===== src/rtl/interrupt_controller.sv =====
// Memory-mapped interrupt controller: edge-latched pending bits, mask/global
// enable, fixed priority (lowest index first) and single-level in-service tracking.
module interrupt_controller #(
  parameter int              BITS       = 32,
  parameter logic [BITS-1:0] BASE       = 32'hF0000100,
  parameter logic [BITS-1:0] MASK_BASE  = 32'hF0000104,
  parameter logic [BITS-1:0] CAUSE_BASE = 32'hF0000108,
  parameter int              NUM_SRC    = 4
) (
  input  logic               clk,
  input  logic               reset,
  input  logic               we,
  input  logic [BITS-1:0]    memAddr,
  input  logic [BITS-1:0]    dataBusIn,
  output logic [BITS-1:0]    dataBusOut,
  input  logic [NUM_SRC-1:0] irqIn,
  input  logic               intAck,
  output logic               intReq,
  output logic [3:0]         intId
);

  typedef enum logic [1:0] {IDLE, REQ, SERVICE} state_t;

  state_t             state;
  logic [NUM_SRC-1:0] pend, mask, irqPrev;
  logic [NUM_SRC-1:0] rise, eligible, curBit, pendClr, pendNext;
  logic               gie, inSvc;
  logic [3:0]         svcId, curId, topId;
  logic               pendWr, maskWr, eoiWr;
  logic               unusedBits;

  assign pendWr = we && (memAddr == BASE);
  assign maskWr = we && (memAddr == MASK_BASE);
  assign eoiWr  = we && (memAddr == CAUSE_BASE);

  assign rise     = irqIn & ~irqPrev;
  assign eligible = gie ? (pend & mask) : '0;
  assign curBit   = NUM_SRC'(1) << curId;
  assign pendClr  = (pendWr ? dataBusIn[NUM_SRC-1:0] : '0)
                  | ((state == REQ && intAck) ? curBit : '0);

  // A rising edge always wins over a same-cycle clear.
  generate
    for (genvar gi = 0; gi < NUM_SRC; gi++) begin : gPend
      assign pendNext[gi] = rise[gi] | (pend[gi] & ~pendClr[gi]);
    end
  endgenerate

  always_comb begin
    topId = '0;
    for (int i = NUM_SRC - 1; i >= 0; i--) begin
      if (eligible[i]) topId = 4'(i);
    end
  end

  always_comb begin
    dataBusOut = '0;
    if (!we) begin
      if (memAddr == BASE) begin
        dataBusOut[NUM_SRC-1:0] = pend;
      end else if (memAddr == MASK_BASE) begin
        dataBusOut[BITS-1]      = gie;
        dataBusOut[NUM_SRC-1:0] = mask;
      end else if (memAddr == CAUSE_BASE) begin
        dataBusOut[BITS-1] = inSvc;
        dataBusOut[3:0]    = svcId;
      end
    end
  end

  // Only a subset of the write data bits is meaningful to this block.
  assign unusedBits = ^dataBusIn;

  always_ff @(posedge clk or negedge reset) begin
    if (!reset) begin
      state   <= IDLE;
      pend    <= '0;
      mask    <= '0;
      gie     <= 1'b0;
      irqPrev <= '0;
      inSvc   <= 1'b0;
      svcId   <= '0;
      curId   <= '0;
      intReq  <= 1'b0;
      intId   <= '0;
    end else begin
      irqPrev <= irqIn;
      pend    <= pendNext;
      if (maskWr) begin
        mask <= dataBusIn[NUM_SRC-1:0];
        gie  <= dataBusIn[BITS-1];
      end
      case (state)
        IDLE: begin
          if (|eligible) begin
            curId  <= topId;
            intId  <= topId;
            intReq <= 1'b1;
            state  <= REQ;
          end
        end
        REQ: begin
          if (intAck) begin
            svcId  <= curId;
            inSvc  <= 1'b1;
            intReq <= 1'b0;
            intId  <= curId;
            state  <= SERVICE;
          end else if (!(|(eligible & curBit))) begin
            intReq <= 1'b0;
            intId  <= '0;
            state  <= IDLE;
          end
        end
        SERVICE: begin
          if (eoiWr) begin
            inSvc <= 1'b0;
            intId <= '0;
            state <= IDLE;
          end
        end
        default: state <= IDLE;
      endcase
    end
  end

endmodule


===== config.mk =====
export PLATFORM = sky130hd
export DESIGN_NAME = interrupt_controller
export DESIGN_NICKNAME = d
export VERILOG_FILES = /design/src/rtl/interrupt_controller.sv
export SDC_FILE = /design/constraint.sdc
export NUM_CORES = 1
export LEC_CHECK = 0
export BUFFER_PORTS_ARGS = -buffer_cell sky130_fd_sc_hd__buf_2
export CAP_MARGIN = 40
export CORE_ASPECT_RATIO = 1.4
export CORE_MARGIN = 3
export CORE_UTILIZATION = 35
export DETAILED_ROUTE_END_ITERATION = 10
export HOLD_SLACK_MARGIN = 0.06
export PLACE_DENSITY = 0.7
export SYNTH_ARGS = -nofsm -noshare
export SYNTH_HDL_FRONTEND = slang
export SYNTH_SLANG_ARGS = --single-unit

===== constraint.sdc =====
create_clock -name clk -period 2.8 [get_ports clk]
set_clock_uncertainty 0.15 [all_clocks]
set_input_delay 0.42 -clock clk [delete_from_list [all_inputs] [get_ports clk]]
set_output_delay 0.42 -clock clk [all_outputs]
set_load 0.05 [all_outputs]

# --- After elaboration in Yosys (flattened, before gate mapping) ---
# Cells that the tools add are included.
op_classes:
  n_eq_ne: 9
  n_shift: 1
  mux: 32
  n_bitwise: 17
  reduce_logical: 16
ops:
  columns: ["cell", "n"]
  rows:
  - ["equality test 32 bit, second input constant", 3]
  - ["2-to-1 mux 4 bit", 13]
  - ["AND 4 bit", 3]
  - ["2-to-1 mux 2 bit", 6]
  - ["one-hot mux 4 bit (3 select lines)", 1]
  - ["2-to-1 mux 1 bit", 9]
  - ["AND reduction 3 bit", 3]
  - ["OR reduction 4 bit", 2]
  - ["inequality test 2 bit, second input constant", 3]
  - ["one-hot mux 2 bit (3 select lines)", 1]
  - ["AND 1 bit", 4]
  - ["logical AND 1 bit", 4]
  - ["inverter 1 bit", 4]
  - ["inverter 4 bit", 1]
  - ["bitwise OR 1 bit", 4]
  - ["bitwise OR 4 bit", 1]
  - ["one-hot mux 1 bit (2 select lines)", 2]
  - ["AND reduction 2 bit", 2]
  - ["AND reduction 4 bit", 1]
  - ["nonzero test 2 bit", 2]
  - ["<< shifter 1 x 4 -> 4 bit, first input constant", 1]
  - ["inequality test 3 bit, second input constant", 1]
  - ["nonzero test 3 bit", 1]
  - ["equality test 2 x 1 -> 1 bit, second input constant", 1]
  - ["other kinds (2)", 2]
word_totals:
  register_bits: 29
  wordCells: 85

# --- Longest topological paths before layout ---
# Gate-level depths: netlist of run 1.
logic_depth:
  ltp_word: 8
  ltp_mapped: 8

# --- Worst setup path before layout of run 1 ---
# No wires, ideal clock.
synth_timing:
  path_type: "input to output"
  start: "input memAddr[11]"
  end: "output dataBusOut[2]"
  t_arrival_ns: 2.700
  required_ns: 2.230
  slack_ns: -0.470
  path_stages: 5
  n_path_buf: 1
  path_cell_list: "nor4b_2 nand4_1 or2_1 buf_2 nor4_1"
synth_between:
  elab_chain_len: 5
  word_cells_on_any_way: 7
synth_lines:
  columns: ["element", "line", "source"]
  rows:
  - ["from (decl)", "13", "input logic [BITS-1:0] memAddr,"]
  - ["equality test 32 bit", "64", "end else if (memAddr == CAUSE_BASE) begin"]
  - ["2-to-1 mux 4 bit", "64", null]
  - ["2-to-1 mux 4 bit", "61", "end else if (memAddr == MASK_BASE) begin"]
  - ["2-to-1 mux 4 bit *", "59", "if (memAddr == BASE) begin"]
  - ["2-to-1 mux 4 bit *", "58", "if (!we) begin"]
  - ["to (decl)", "15", "output logic [BITS-1:0] dataBusOut,"]
# Mark *: on every way between the ends. The rest lies on a longest branch, timed or not.

# --- Final worst setup path of run 1 ---
# Ends and elaborated chain as after synthesis.

==> results.ini, run 1 <==
[clock_network]
htree_levels = 1
clock-sinks = 23
clk_transition_reported_paths_ns = 0.08
tritoncts.num_buffers = 3
cts_tree = yes
clk_root_buffer_cell = sky130_fd_sc_hd__clkbuf_8
clock_path_buffers = 2
worstSkewPairLatency_ns = 0.27

[routing]
firstDrtPassIters = 4
route.detailed.wl_per_inst_um = 12.8
drt_iter0_markers = 22
route.vias.total = 1357
drc = 0
vias_per_cell = 4.85
finalWirelength_um = 3590
antenna_violating_nets_post_route = 0

[layout]
layout-area-overhead-vs-synth_pct = 16.1
fillers = 440
drive_above_1_share = 0.323
final_net_count = 296
mostFrequentLayoutCell = sky130_fd_sc_hd__buf_2
layout.cells.most_common_list = sky130_fd_sc_hd__buf_2, sky130_fd_sc_hd__conb_1, sky130_fd_sc_hd__dfrtp_1
final_core_util = 0.433
antenna-diode-count = 0

[sta]
timing.fmax_mhz = 400
finalHoldViolCount = 0
slew-limit-headroom = 0.661
finalSetupViolations = 0
fin_worst_hold_slack_ns = 0.114
setup_repair_after_global_routing_missed_its_margin = no
drv_slew = 0
share_of_the_clock_period_used_by_the_worst_path_after_layout = 0.892
tightest_slew_ns = 0.508
fin_crit_ns = 2.50

[synthesis]
syn_inst = 169
avgSynthCellArea_um2 = 9.59
yosys_register_bits = 23
netlist_area_mm2 = 0.00162
yosysWarnings = 0
synth.yosys.seq_area_share = 0.355
ys_types = 40

[placed_design]
place.detailed.hpwl_um = 2950
placement.io_buffers = 52
place_congestion = 0.847

[floorplanning]
initial_utilization = 0.373
die_area_mm2 = 0.00549
core_area_mm2 = 0.00434
chipHeight_um = 86.5
fp.dieW_um = 63.5
placementRows = 28
floorplan.io_pins = 109

[status]
outcome = completed

[pwr]
total_power_divided_by_cell_area_mw_per_mm2 = 526
leakage_nw = 0.959
power.total_w = 0.000989
vdd_drop_max_v = 0.000240

[critical_path]
type_of_origin_of_the_critical_path = input pin
library_cell_contributing_the_largest_single_delay_on_the_critical_path = sky130_fd_sc_hd__or2_1
critPathTopFamily = simple AND/OR/NAND/NOR gates
timing.critical_path.mode_cell = sky130_fd_sc_hd__buf_2
worstPathArrival_ns = 1.93
worstSetupPathType = in2out
r2r_start = state[0]
required_ns = 2.23
crit_path_cell_trace = buf_2, nor4b_2, nand4_1, or2_1, nor4_1, buf_2
delay_of_the_slowest_critical_path_stage_ns = 0.37
crit_fanout = 6
crit_path_end_kind = output port
critical_path.n_buffers_inverters = 2
startpoint = memAddr[11]

[grt]
grt_pass1_wl_um = 5890
grt_util_all_layers = 0.135
grt_overflow = 0
number_of_antenna_violations_at_the_first_check_in_global_routing = 0
grt_pass1_vias = 1351
maximum_number_of_pins_on_one_net_before_global_route_repair = 24

[min_path]
worstHoldPathType = in2reg
hold_path.startpoint = irqIn[3]

[run]
maxCapViolCount = 0

-- kinds of logic after synthesis --
logic type / count (synthesis) / synth area share
and+or+nand+nor: 53 / 0.225
AOI/OAI and AO/OA: 26 / 0.104
adders and majority gates: 3 / 0.0232
buffers and inverters: 47 / 0.178
other: 1 / 0.00231
DFF: 23 / 0.355
muxes: 16 / 0.112
-- worst reg2reg max path, stage by stage (launching register included) --
cell                      delay (ns)
sky130_fd_sc_hd__dfrtp_1        0.35
sky130_fd_sc_hd__inv_1          0.07
sky130_fd_sc_hd__ha_1           0.29
sky130_fd_sc_hd__inv_1          0.11
sky130_fd_sc_hd__nor3_1         0.06
sky130_fd_sc_hd__a221o_1        0.32
sky130_fd_sc_hd__nor4_4         0.21
sky130_fd_sc_hd__mux2_1         0.35
-- cells in the mapped netlist --
cell type,instances,area [µm²]
sky130_fd_sc_hd__o21a_1,1,7.51
sky130_fd_sc_hd__conb_1,1,3.75
sky130_fd_sc_hd__nor4_2,2,25.0
sky130_fd_sc_hd__ha_1,3,37.5
sky130_fd_sc_hd__or2_1,1,6.26
sky130_fd_sc_hd__o21ai_0,6,30.0
sky130_fd_sc_hd__a221o_1,1,10.0
sky130_fd_sc_hd__a22oi_1,1,7.51
sky130_fd_sc_hd__and3_1,2,12.5
sky130_fd_sc_hd__nor4bb_1,1,10.0
sky130_fd_sc_hd__a31oi_1,1,6.26
sky130_fd_sc_hd__mux2i_1,8,80.1
sky130_fd_sc_hd__nor4b_2,3,45.0
sky130_fd_sc_hd__mux4_2,1,22.5
sky130_fd_sc_hd__dfrtp_1,23,576
sky130_fd_sc_hd__nor4_4,1,21.3
sky130_fd_sc_hd__a21oi_1,5,25.0
sky130_fd_sc_hd__nand4_1,3,18.8
sky130_fd_sc_hd__nor2b_1,2,12.5
sky130_fd_sc_hd__inv_1,12,45.0
sky130_fd_sc_hd__mux2_1,2,22.5
sky130_fd_sc_hd__nor4_1,4,25.0
sky130_fd_sc_hd__o22ai_1,4,25.0
sky130_fd_sc_hd__nand3b_1,1,7.51
sky130_fd_sc_hd__buf_4,29,218
sky130_fd_sc_hd__mux2_2,5,56.3
sky130_fd_sc_hd__nor3_4,1,16.3
sky130_fd_sc_hd__nand2_1,15,56.3
sky130_fd_sc_hd__and3b_1,4,35.0
sky130_fd_sc_hd__o31ai_1,3,22.5
sky130_fd_sc_hd__nor3_1,6,30.0
sky130_fd_sc_hd__a22o_1,2,17.5
sky130_fd_sc_hd__or3_4,1,11.3
sky130_fd_sc_hd__buf_2,2,10.0
sky130_fd_sc_hd__nand3_1,2,10.0
sky130_fd_sc_hd__nor2_4,1,11.3
sky130_fd_sc_hd__a21o_1,1,7.51
sky130_fd_sc_hd__nor2_1,3,11.3
sky130_fd_sc_hd__clkbuf_1,4,15.0
sky130_fd_sc_hd__a32o_1,1,10.0
-- metrics by stage --
stage / setup TNS [ns] / worst slack, ns / instance area [µm²] / instances
after floorplan: -1.10 / -0.470 / 1730 / 197
after global placement: 0 / 0.275 / 1830 / 275
after CTS: 0 / 0.232 / 1880 / 280
after detailed placement: 0 / 0.242 / 1830 / 275
after global routing: 0 / 0.112 / 1880 / 280
final: 0 / 0.303 / 1880 / 280
-- power by group --
group | switching (W) | internal, W | total, W
logic | 0.000263 | 0.000147 | 0.000410
registers | 0.0000166 | 0.000356 | 0.000373
clock network | 0.000105 | 0.000102 | 0.000207
total | 0.000384 | 0.000605 | 0.000989
-- registers in the layout, summed over array words and instances (netlist names) --
name and flops:
intReq 1, irqPrev 4, mask 4, pend 4, state 2, inSvc 1, curId 2, gie 1
svcId 2, intId 2
-- layout make-up --
type | instances | area [µm²] | area share
Multi-Input combinational cell | 127 | 862 | 0.458
Inverter | 12 | 45.0 | 0.0240
Timing Repair Buffer | 54 | 278 | 0.148
Sequential cell | 23 | 576 | 0.306
Tap cell | 60 | 75.1 | 0.0399
Clock buffer | 4 | 45.0 | 0.0240
-- repair_timing --
action | 4_1_cts | 5_1_grt
hold endpoints to repair | 23 | 0
hold buffers | 1 | 0
resized for setup | 0 | 0
buffers inserted | 0 | 0
-- final timing paths --
check,end,slack (ns),depth (start not counted)
max,dataBusOut[2],0.30,6
min,irqPrev[3],0.11,1
max reg2reg,intId[1],0.77,7
min reg2reg,pend[3],0.28,1
max in group asynchronous,gie,1.66,2
min in group asynchronous,pend[2],0.49,2
-- metal layers --
metal,routed length [µm],vias to the layer above,GRT usage
li1,-,641,-
met1,1310,636,0.140
met2,1840,74,0.250
met3,375,6,0.0376
met4,63,0,0.0589
met5,0,-,0
Note: power is estimated with default switching activity, not from simulation.
==> run 2, diff against run 1 <==
--- a/config.mk
+++ b/config.mk
@@ -5,6 +5,7 @@
 export SDC_FILE = /design/constraint.sdc
 export NUM_CORES = 1
 export LEC_CHECK = 0
+export ABC_AREA = 1
 export BUFFER_PORTS_ARGS = -buffer_cell sky130_fd_sc_hd__buf_2
 export CAP_MARGIN = 40
 export CORE_ASPECT_RATIO = 1.4
@@ -12,7 +13,7 @@
 export CORE_UTILIZATION = 35
 export DETAILED_ROUTE_END_ITERATION = 10
 export HOLD_SLACK_MARGIN = 0.06
-export PLACE_DENSITY = 0.7
+export PLACE_DENSITY = 0.68
 export SYNTH_ARGS = -nofsm -noshare
 export SYNTH_HDL_FRONTEND = slang
 export SYNTH_SLANG_ARGS = --single-unit
==> run 2 against run 1 <==
Compared with the run above:
- area after synthesis is 9.6% higher
- fmax increased by 6.6%
- die area up 8.8%
- clock power barely moved
- cell count grew 33%
- critical path depth increased by 3
==> results.ini, run 2 <==
[sta]
share_of_the_clock_period_used_by_the_worst_path_after_layout = 0.837
fin_crit_ns = 2.34
setup_repair_after_global_routing_missed_its_margin = no
tightest_slew_ns = 0.506
finalHoldViolCount = 0
fin_worst_hold_slack_ns = 0.121
finalSetupViolations = 0
drv_slew = 0
timing.fmax_mhz = 427
tns_ns = 0
post-route-worst-setup-slack_ns = 0.456
slew-limit-headroom = 0.663

[clock_network]
clock_path_buffers = 2
clk_root_buffer_cell = sky130_fd_sc_hd__clkbuf_8
tritoncts.num_buffers = 3
post_cts.resized_instances = 0
htree_levels = 1
clock-sinks = 23
cts_tree = yes
clk_transition_reported_paths_ns = 0.08
worstSkewPairLatency_ns = 0.27

[layout]
antenna-diode-count = 0
layout.cells.most_common_list = sky130_fd_sc_hd__nand2_1, sky130_fd_sc_hd__buf_2, sky130_fd_sc_hd__nor2_1
layout_top_registers = irqPrev x4, mask x4, pend x4
mostFrequentLayoutCell = sky130_fd_sc_hd__nand2_1
drive_above_1_share = 0.260
final_net_count = 384
fillers = 527
layout-area-overhead-vs-synth_pct = 15.7

[synthesis]
synth_compound_area_frac = 0.118
yosysTopAreaCellShare = 0.324
cells_taking_the_most_area_after_synthesis = sky130_fd_sc_hd__dfrtp_1, sky130_fd_sc_hd__nand2_1, sky130_fd_sc_hd__buf_4
yosysWarnings = 0
share_of_cell_area_taken_by_muxes_after_synthesis = 0
synth.most_common_cell = sky130_fd_sc_hd__nand2_1
synthTopCellsByCount = sky130_fd_sc_hd__nand2_1, sky130_fd_sc_hd__nor2_1, sky130_fd_sc_hd__inv_1, sky130_fd_sc_hd__buf_4, sky130_fd_sc_hd__dfrtp_1
netlist_area_mm2 = 0.00178
yosys_register_bits = 23
dominant_combinational_cell_family_by_area_after_synthesis = simple AND/OR/NAND/NOR gates
ys_types = 24
syn_inst = 253
async_set_or_reset_flop_fraction_in_the_synthesized_netlist = 1.00
avgSynthCellArea_um2 = 7.02
synth.yosys.seq_area_share = 0.324
synth_top_area_cell = sky130_fd_sc_hd__dfrtp_1
post_synth_xor_area_fraction = 0
synth-simple-area-share = 0.334
post_synth_fa_ha_maj_area_fraction = 0.0211
synth_edf_count = 0
synthFlopType = sky130_fd_sc_hd__dfrtp_1

[critical_path]
crit_path_end_kind = output port
required_ns = 2.23
type_of_origin_of_the_critical_path = input pin
worstSetupPathType = in2out
crit_fanout = 7
worstPathArrival_ns = 1.77
startpoint = memAddr[7]
r2r_start = state[1]

[floorplanning]
placementRows = 30
initial_utilization = 0.364
die_area_mm2 = 0.00598
floorplan.io_pins = 109
core_area_mm2 = 0.00488
chipHeight_um = 90.3
fp.dieW_um = 66.2

[routing]
finalWirelength_um = 3670
firstDrtPassIters = 4
vias_per_cell = 4.35
route.vias.total = 1619
antenna_violating_nets_post_route = 0
drt_iter0_markers = 49
route.detailed.wl_per_inst_um = 9.88
drc = 0

[run]
maxCapViolCount = 0

[pwr]
internal_power_w = 0.000618
seq_power_share = 0.355
power.share.clock = 0.186
power.total_w = 0.00110
vdd_drop_max_v = 0.000211
power.share.combinational = 0.458
sw_frac_of_total = 0.437
total_power_divided_by_cell_area_mw_per_mm2 = 534
leakage_nw = 1.16
p_switching_w = 0.000480

[grt]
number_of_antenna_violations_at_the_first_check_in_global_routing = 0
grt_pass1_vias = 1436
grt_pass1_wl_um = 5920
grt_util_all_layers = 0.125
grt_overflow = 0
maximum_number_of_pins_on_one_net_before_global_route_repair = 24

[min_path]
worstHoldPathType = in2reg
hold_path.startpoint = irqIn[3]

[placed_design]
place.detailed.hpwl_um = 3100
place_congestion = 0.836
placement.io_buffers = 52
preCtsSetupSlack_ns = 0.446

[status]
outcome = completed

## run 2: critical path, stage by stage
cell and delay, ns:
sky130_fd_sc_hd__buf_2 0.09, sky130_fd_sc_hd__nor2_1 0.14, sky130_fd_sc_hd__nand2_1 0.16, sky130_fd_sc_hd__nor3_2 0.16, sky130_fd_sc_hd__nand2_2 0.11, sky130_fd_sc_hd__nor2_8 0.15
sky130_fd_sc_hd__nand2_1 0.08, sky130_fd_sc_hd__a21oi_1 0.17, sky130_fd_sc_hd__buf_2 0.29
## run 2: cell families (layout without fill, tap and decap cells)
logic type	Yosys count	count (layout)
AO/OA/AOI/OAI	33	33
other	1	29
adder cells (fa/ha/maj)	3	3
AND/OR/NAND/NOR	128	128
flip-flops	23	23
buffers and inverters	65	92
## run 2: worst paths after layout
path,endpoint,depth (start not counted),slack [ns]
worst min register to register,pend[1],3,0.32
worst max-delay path,dataBusOut[1],9,0.46
min in group asynchronous,intReq,2,0.50
worst min-delay path,irqPrev[3],1,0.12
max in group asynchronous,inSvc,2,1.66
worst max register to register,intId[1],8,1.10
## run 2: metal layers
layer / GRT usage / share of wire / vias to the layer above
li1: - / - / 833
met1: 0.140 / 0.39 / 709
met2: 0.225 / 0.50 / 70
met3: 0.0112 / 0.081 / 7
met4: 0.0627 / 0.024 / 0
met5: 0 / 0 / -
## run 2: layout make-up
type,instances,area (µm²),area share
tap,64,80.1,0.0390
timing repair buffer,53,270,0.132
clock inverter,1,5.00,0.00244
inverter,35,133,0.0646
multi-input combinational,193,950,0.462
sequential,23,576,0.280
clock buffer,3,41.3,0.0201
## run 2: stage by stage
step / instance area, µm² / utilization / instances
after global routing: 2050 / 0.421 / 372
after global placement: 2000 / 0.409 / 367
after floorplan: 1880 / - / 281
after CTS: 2050 / 0.421 / 372
after detailed placement: 2000 / 0.409 / 367
final: 2050 / 0.421 / 372
## run 2: what timing repair did
action | CTS | global route
setup buffers | 0 | 0
hold endpoints to repair | 23 | 0
hold buffers | 1 | 0
## run 2: power groups by stage
stage                     registers [W]  logic, W  clock network, W
after floorplan                0.000437  0.000384                 0
after global placement         0.000397  0.000495                 0
after detailed placement       0.000397  0.000501                 0
after CTS                      0.000391  0.000504          0.000215
after global routing           0.000395  0.000558          0.000225
final                          0.000390  0.000503          0.000205
